File: config.mk
export PLATFORM = sky130hd
export DESIGN_NAME = timer_bank
export DESIGN_NICKNAME = d
export VERILOG_FILES = /design/src/rtl/timer_bank.sv
export SDC_FILE = /design/constraint.sdc
export NUM_CORES = 1
export LEC_CHECK = 0
export ABC_AREA = 1
export CAP_MARGIN = 15
export CORE_MARGIN = 4
export CORE_UTILIZATION = 45
export DETAILED_ROUTE_END_ITERATION = 16
export PLACE_DENSITY_LB_ADDON = 0.12
export SKIP_CTS_REPAIR_TIMING = 1
export SLEW_MARGIN = 20
export SYNTH_ARGS = -nofsm -noshare
export SYNTH_HDL_FRONTEND = slang
export SYNTH_SLANG_ARGS = --single-unit
File: constraint.sdc
create_clock -name clk -period 13 [get_ports clk]
set_input_delay 3.9 -clock clk [delete_from_list [all_inputs] [get_ports clk]]
set_output_delay 3.9 -clock clk [all_outputs]
set_load 0.005 [all_outputs]
File: src/rtl/timer_bank.sv
// timer_bank: NUM_CH memory-mapped timers with per-channel prescaler,
// auto-reload/one-shot mode, pending/enable bits and one combined irq.
// Ports: clk, reset (async, active-high), rd/wr strobes, addr byte offset,
// wdata in, rdata out (combinational, 0 when rd=0), irq out.
module timer_bank #(
  parameter int NUM_CH = 4,
  parameter int WIDTH  = 32
) (
  input  logic        clk,
  input  logic        reset,
  input  logic        rd,
  input  logic        wr,
  input  logic [7:0]  addr,
  input  logic [31:0] wdata,
  output logic [31:0] rdata,
  output logic        irq
);

  localparam logic [WIDTH-1:0] TL_MAX = '1;
  localparam logic [WIDTH-1:0] TL_ONE = WIDTH'(1);

  logic [WIDTH-1:0]  th_q [NUM_CH];
  logic [WIDTH-1:0]  th_d [NUM_CH];
  logic [WIDTH-1:0]  tl_q [NUM_CH];
  logic [WIDTH-1:0]  tl_d [NUM_CH];
  logic [7:0]        ps_q [NUM_CH];
  logic [7:0]        ps_d [NUM_CH];
  logic [7:0]        pc_q [NUM_CH];
  logic [7:0]        pc_d [NUM_CH];
  logic [NUM_CH-1:0] en_q, en_d;
  logic [NUM_CH-1:0] ie_q, ie_d;
  logic [NUM_CH-1:0] os_q, os_d;
  logic [NUM_CH-1:0] pend_q, pend_d;

  logic [NUM_CH-1:0] wr_th, wr_tl, wr_ctrl;
  logic [NUM_CH-1:0] tick, ovf;

  logic [3:0] ch_sel;
  logic [1:0] reg_sel;
  logic       unused_ok;

  assign ch_sel    = addr[7:4];
  assign reg_sel   = addr[3:2];
  assign unused_ok = ^{addr[1:0], wdata};

  always_comb begin
    wr_th   = '0;
    wr_tl   = '0;
    wr_ctrl = '0;
    tick    = '0;
    ovf     = '0;
    for (int c = 0; c < NUM_CH; c++) begin
      wr_th[c]   = wr && (ch_sel == 4'(c)) && (reg_sel == 2'd0);
      wr_tl[c]   = wr && (ch_sel == 4'(c)) && (reg_sel == 2'd1);
      wr_ctrl[c] = wr && (ch_sel == 4'(c)) && (reg_sel == 2'd2);
      tick[c]    = en_q[c] && (pc_q[c] == ps_q[c]);
      // A TL write in the same cycle swallows the tick, overflow included.
      ovf[c]     = tick[c] && (tl_q[c] == TL_MAX) && !wr_tl[c];
    end
  end

  always_comb begin
    en_d   = en_q;
    ie_d   = ie_q;
    os_d   = os_q;
    pend_d = pend_q;
    for (int c = 0; c < NUM_CH; c++) begin
      th_d[c] = th_q[c];
      tl_d[c] = tl_q[c];
      ps_d[c] = ps_q[c];
      pc_d[c] = pc_q[c] + 8'd1;
      if (!en_q[c] || tick[c] || wr_ctrl[c])
        pc_d[c] = 8'd0;

      if (wr_th[c])
        th_d[c] = wdata[WIDTH-1:0];

      if (wr_tl[c])
        tl_d[c] = wdata[WIDTH-1:0];
      else if (ovf[c])
        tl_d[c] = th_q[c];
      else if (tick[c])
        tl_d[c] = tl_q[c] + TL_ONE;

      if (wr_ctrl[c]) begin
        en_d[c] = wdata[0];
        ie_d[c] = wdata[1];
        os_d[c] = wdata[2];
        ps_d[c] = wdata[15:8];
      end else if (ovf[c] && os_q[c]) begin
        en_d[c] = 1'b0;
      end

      // Overflow set beats a simultaneous write-1-to-clear.
      if (ovf[c])
        pend_d[c] = 1'b1;
      else if (wr_ctrl[c] && wdata[3])
        pend_d[c] = 1'b0;
    end
  end

  always_ff @(posedge clk or posedge reset) begin
    if (reset) begin
      th_q   <= '{default: '0};
      tl_q   <= '{default: '0};
      ps_q   <= '{default: '0};
      pc_q   <= '{default: '0};
      en_q   <= '0;
      ie_q   <= '0;
      os_q   <= '0;
      pend_q <= '0;
    end else begin
      th_q   <= th_d;
      tl_q   <= tl_d;
      ps_q   <= ps_d;
      pc_q   <= pc_d;
      en_q   <= en_d;
      ie_q   <= ie_d;
      os_q   <= os_d;
      pend_q <= pend_d;
    end
  end

  always_comb begin
    rdata = '0;
    if (rd) begin
      if (addr[7:2] == 6'h3C) begin
        rdata = 32'(pend_q);
      end else begin
        for (int c = 0; c < NUM_CH; c++) begin
          if (ch_sel == 4'(c)) begin
            case (reg_sel)
              2'd0:    rdata = 32'(th_q[c]);
              2'd1:    rdata = 32'(tl_q[c]);
              2'd2:    rdata = {16'b0, ps_q[c], 4'b0, pend_q[c],
                                os_q[c], ie_q[c], en_q[c]};
              default: rdata = '0;
            endcase
          end
        end
      end
    end
  end

  assign irq = |(pend_q & ie_q);

endmodule
==> run_results.csv, run 1 <==
group,metric,value,unit
final_layout,multi_input_area,0.0111,mm^2
yosys,synth-xor-area-share,3.44,%
yosys,yosysSeqAreaShare,38.0,%
yosys,syn_area,0.0221,mm^2
yosys,avgSynthCellArea,6.88,um^2
yosys,yosysWarnings,0,
die,core-area,0.0487,mm^2
setup_path,worst-path-max-fanout,21,
flow_run,max_cap_viol_count,0,
final_layout,nNetsFinal,3279,
place,place_inst,3848,
setup_path,r2r_cells,10,
yosys,synthArstFlopShare,100,%
yosys,synth_ff_type,"dfrtp_1",
cts,cts_tree,"done",
yosys,synth_nets,3273,
die,io_pins,77,
grt,grt_pass1_vias,21600,
timing,max_slew.worst_pin.slew,1.14,ns
yosys,synth_edf_count,0,
yosys,synth_cell_types,47,
timing,setup_viol,0,
grt,antenna_found_initial,3,
setup_path,startpoint,"addr[4]",
timing,fin_crit,11.58,ns
die,rows,81,
grt,track_usage,31.6,%
yosys,synth-simple-area-share,30.8,%
setup_path,worstSetupPathType,"in2out",
cts,htreeDepth,2,
timing,rsz0062_at_grt,"no",
power,p_leak,11.9,nW
timing,finClkSkew,0.0156,ns
timing,min_period_over_period,89.1,%
worst_hold_path,worstHoldPathType,"reg2reg",
power,vdd.ir_drop.worst,0.0925,mV
yosys,synth_cells,3221,
detailed_routing,viasPerCell,5.78,
final_layout,fin_cells,3923,
setup_path,arrival,7.68,ns
detailed_routing,wl_per_cell,21.7,um
die,die_h,230,um
outcome,status,"finished clean",
die,floorplan.initialDensity,45.4,%
setup_path,cp.required,9.10,ns
yosys,ys_seq_elements,336,
timing,final-hold-violation-count,0,
setup_path,r2r_end,"en_q[0]",
grt,grt_pass1_wl,130000,um
grt,grt-ovfl-total,0,
detailed_routing,routed_wl,85100,um
final_layout,fillers,4873,
yosys,synth_compound_area_share,15.3,%
timing,max_freq,86.3,MHz
place,hpwl,60300,um
setup_path,rr_startpoint,"tl_q[96]",
final_layout,area_growth,12.2,%
cts,clock_path_buffers,3,
detailed_routing,num_vias,22700,
detailed_routing,drt-pass1-iter-count,7,
place,port_buffers,74,
setup_path,critPathCaptureType,"output pin",
timing,drv_slew,0,
worst_hold_path,hp-start,"th_q[121]",
yosys,synth_top_family_by_area,"simple AND/OR/NAND/NOR gates",
die,die_area,0.0528,mm^2
timing,finalSetupTns,0,ns
cts,cts_buffers,41,
detailed_routing,drt-initial-drc-count,2869,
worst_hold_path,hold_depth,2,
power,power_density,150,mW/mm^2
detailed_routing,ant_nets,0,
cts,clock_latency,0.58,ns
setup_path,reg2reg_slack,9.90,ns
cts,clk_pin_slew,0.05,ns
setup_path,cp-start-kind,"input pin",
die,die_x,230,um
final_layout,seqCellArea,0.00841,mm^2
grt,grt_max_degree,100,
timing,slew_headroom,23.5,%
detailed_routing,drc,0,
place,globalplace.congestion,1.01,
worst_hold_path,hold-path-endpoint,"th_q[121]",
cts,cts.sinks,336,
yosys,synthAdderAreaFrac,0.452,%
final_layout,drive_above_1_share,5.74,%
cts,cts-root-buf,"clkbuf_16",
yosys,synthMuxAreaShare,0,%
-- kinds of logic after synthesis --
kind of cell    count (synthesis)
compound gates                570
xor+xnor                       87
fa+ha+maj                       8
buf+inv                       677
simple gates                 1543
flops                         336
-- per-layer routing --
layer / GRT usage (%) / vias to the layer above / part of all wire [%]
met5: 0 / - / 0
met4: 12.9 / 0 / 4.7
met3: 5.64 / 217 / 8.5
met2: 50.3 / 1070 / 45
met1: 42.7 / 10900 / 42
li1: - / 10500 / -
-- critical path: stages --
cell,delay [ns]
clkdlybuf4s50_1,0.93
nand2_1,0.28
nor2_1,0.06
nand3_1,0.31
nand2_1,0.11
buf_4,0.24
a21oi_1,0.65
nand2_1,0.16
a41oi_1,0.43
clkdlybuf4s50_1,0.61
-- cells in the final DEF (no fill, tap or decap), types with 22 or more instances in the layout --
cell type and count:
buf_4 33, nor2_1 192, xnor2_1 22, nand3_1 264
xor2_1 65, o221ai_1 26, o21ai_0 255, nand2_1 881
nor3_1 52, a21oi_1 40, dfrtp_1 336, clkbuf_16 43
nand3b_1 34, o22ai_1 164, a221oi_1 28, nand4_1 36
clkdlybuf4s50_1 74, inv_1 509
-- through the flow --
step | power, mW | hold slack, ns | util [%] | area, um^2 | setup slack, ns
after floorplan | 2.14 | 0.453 | - | 22200 | 4.02
after global placement | 2.41 | 0.466 | 47.9 | 23400 | 1.58
after detailed placement | 2.44 | 0.473 | 47.9 | 23400 | 1.53
after CTS | 3.71 | 0.487 | 50.9 | 24800 | 1.52
after global routing | 3.93 | 0.500 | 51.0 | 24900 | 1.24
final | 3.72 | 0.485 | 51.0 | 24900 | 1.42
-- flip-flops by register name, summed over array words and instances (netlist names) --
| name | count |
|---|---|
| en_q | 4 |
| ie_q | 4 |
| os_q | 4 |
| pc_q | 32 |
| pend_q | 4 |
| ps_q | 32 |
| th_q | 128 |
| tl_q | 128 |
-- how the worst max path moves through the flow --
stage	slack, ns	depth (start not counted)	endpoint
global placement	1.58	9	rdata[16]
finish	1.42	10	rdata[10]
detailed placement	1.53	9	rdata[16]
global route	1.24	10	rdata[10]
floorplan	4.02	12	rdata[0]
CTS	1.52	9	rdata[16]
-- area by class of cell --
cell class | instances | area share [%]
Sequential cell | 336 | 33.8
Timing Repair Buffer | 108 | 4.06
Clock buffer | 58 | 5.04
Inverter | 532 | 8.06
Antenna cell | 1 | 0.0101
Tap cell | 664 | 3.34
Multi-Input combinational cell | 2208 | 44.8
Clock inverter | 16 | 0.891
-- report_power, final --
group | internal (mW) | switching (mW) | leakage (nW)
sequential | 1.24 | 0.201 | 4.17
clock | 0.770 | 0.492 | 0.727
combinational | 0.356 | 0.658 | 7.04
total | 2.37 | 1.35 | 11.9
-- synthesized netlist by cell type (34+ instances only) --
cell type | instances | share of area, %
dfrtp_1 | 336 | 38
nand3b_1 | 34 | 1.2
xor2_1 | 65 | 2.6
o21ai_0 | 255 | 5.8
inv_1 | 511 | 8.7
o22ai_1 | 164 | 4.6
clkbuf_1 | 67 | 1.1
nand3_1 | 268 | 6.1
buf_2 | 54 | 1.2
nand2_1 | 881 | 15
nand4_1 | 36 | 1.0
a21oi_1 | 40 | 0.90
nor3_1 | 54 | 1.2
nor2_1 | 196 | 3.3
No activity file was read; power rests on OpenSTA's default activity.
==> inputs of run 2 (changes only) <==
clock period = 11.2 ns   (was 13 ns; I/O delays follow)
==> run_results.csv, run 2 (same netlist as run 1, synthesis figures left out) <==
group,metric,value,unit
die,die_x,230,um
timing,fin_crit,10.18,ns
timing,finClkSkew,0.0124,ns
grt,grt_pass1_vias,21400,
grt,track_usage,32.0,%
grt,grt_max_degree,99,
setup_path,r2r_end,"en_q[3]",
final_layout,fin_cells,3927,
cts,cts_buffers,42,
cts,cts-root-buf,"clkbuf_16",
setup_path,worst-path-max-fanout,24,
setup_path,cp_cell_sequence,"clkdlybuf4s50_1 -> nand2_1 -> nor2_1 -> buf_4 -> inv_1 -> a221oi_1 -> nor2_1 -> o21ai_0 -> nor2_1 -> clkdlybuf4s50_1",
place,hpwl,61500,um
cts,clock_path_buffers,3,
flow_run,max_cap_viol_count,0,
grt,antenna_found_initial,0,
setup_path,crit_top_cell,"nor2_1",
detailed_routing,drt-initial-drc-count,2763,
setup_path,cp-start-kind,"input pin",
die,io_pins,77,
cts,cts.sinks,336,
final_layout,drive_above_1_share,5.85,%
power,power,4.31,mW
setup_path,reg2reg_slack,8.10,ns
die,die_area,0.0528,mm^2
grt,grt_pass1_wl,131000,um
grt,grt-ovfl-total,0,
final_layout,area_growth,12.4,%
outcome,status,"finished clean",
timing,slew_headroom,25.9,%
final_layout,final_cell_mix,"nand2_1, inv_1, dfrtp_1",
detailed_routing,drc,0,
setup_path,critPathCaptureType,"output pin",
detailed_routing,ant_nets,0,
setup_path,arrival,6.82,ns
timing,min_period_over_period,90.9,%
place,globalplace.congestion,0.983,
timing,final-hold-violation-count,0,
timing,finalSetupTns,0,ns
power,power_density,173,mW/mm^2
die,core-area,0.0487,mm^2
cts,htreeDepth,2,
die,floorplan.initialDensity,45.4,%
detailed_routing,drt-pass1-iter-count,6,
final_layout,largestRegisters,"th_q: 128 flops, tl_q: 128 flops",
timing,setup_viol,0,
setup_path,startpoint,"addr[4]",
place,place_inst,3853,
detailed_routing,routed_wl,86500,um
die,rows,81,
timing,max_freq,98.3,MHz
worst_hold_path,worstHoldPathType,"reg2reg",
setup_path,worstSetupEndpoint,"rdata[21]",
cts,cts_tree,"done",
power,vdd.ir_drop.worst,0.0930,mV
detailed_routing,viasPerCell,5.74,
power,p_leak,11.9,nW
setup_path,rr_startpoint,"ps_q[0]",
timing,drv_slew,0,
final_layout,antenna_cells,0,
place,port_buffers,74,
final_layout,utilization,51.1,%
timing,max_slew.worst_pin.slew,1.11,ns
cts,clk_pin_slew,0.06,ns
detailed_routing,num_vias,22500,
setup_path,r2r_cells,10,
cts,clock_latency,0.57,ns
final_layout,nNetsFinal,3285,
timing,layout_setup_ws,1.02,ns
die,die_h,230,um
detailed_routing,wl_per_cell,22.0,um
final_layout,mostFrequentLayoutCell,"nand2_1",
setup_path,cp_slowest_stage_delay,0.75,ns
setup_path,cp.required,7.84,ns
setup_path,slowest_stage,"clkdlybuf4s50_1",
place,dp_slack,1.12,ns
setup_path,worstSetupPathType,"in2out",
timing,rsz0062_at_grt,"no",
## run 2: how the worst min path moves through the flow
stage | from | to | slack (ns) | cells past startpoint
2_1_floorplan | th_q[0] | th_q[0] | 0.45 | 2
3_3_place_gp | th_q[117] | th_q[117] | 0.47 | 2
3_5_place_dp | th_q[70] | th_q[70] | 0.47 | 2
4_1_cts | th_q[70] | th_q[70] | 0.49 | 2
5_1_grt | th_q[82] | th_q[82] | 0.51 | 2
6_report | th_q[86] | th_q[86] | 0.48 | 2
## run 2: power by group
group / switching, mW / internal [mW]
logic: 0.758 / 0.414
registers: 0.234 / 1.44
clock network: 0.568 / 0.895
total: 1.56 / 2.75
## run 2: through the flow
stage                     hold WS [ns]  cell area (um^2)
final                            0.485             24900
after global routing             0.505             24900
after CTS                        0.486             24900
after detailed placement         0.472             23400
after global placement           0.466             23400
after floorplan                  0.453             22200
## run 2: critical path, delay by kind of cell
kind	cells	cell delay, ns
buffers and inverters	4	2.22
and+or+nand+nor	4	0.89
AOI/OAI and AO/OA	2	0.32
## run 2: routing by layer
metal | track usage (%) | wire [um]
met3 | 4.22 | 6710
met4 | 13.7 | 4130
met2 | 50.7 | 39200
met1 | 44.2 | 36400
met5 | 0 | 0
## run 2: cell type report
type / count / area (um^2)
Tap cell: 664 / 831
Fill cell: 4876 / 23900
Clock inverter: 9 / 128
Multi-Input combinational cell: 2208 / 11100
Inverter: 532 / 2000
Sequential cell: 336 / 8410
Clock buffer: 65 / 1350
Timing Repair Buffer: 113 / 1060
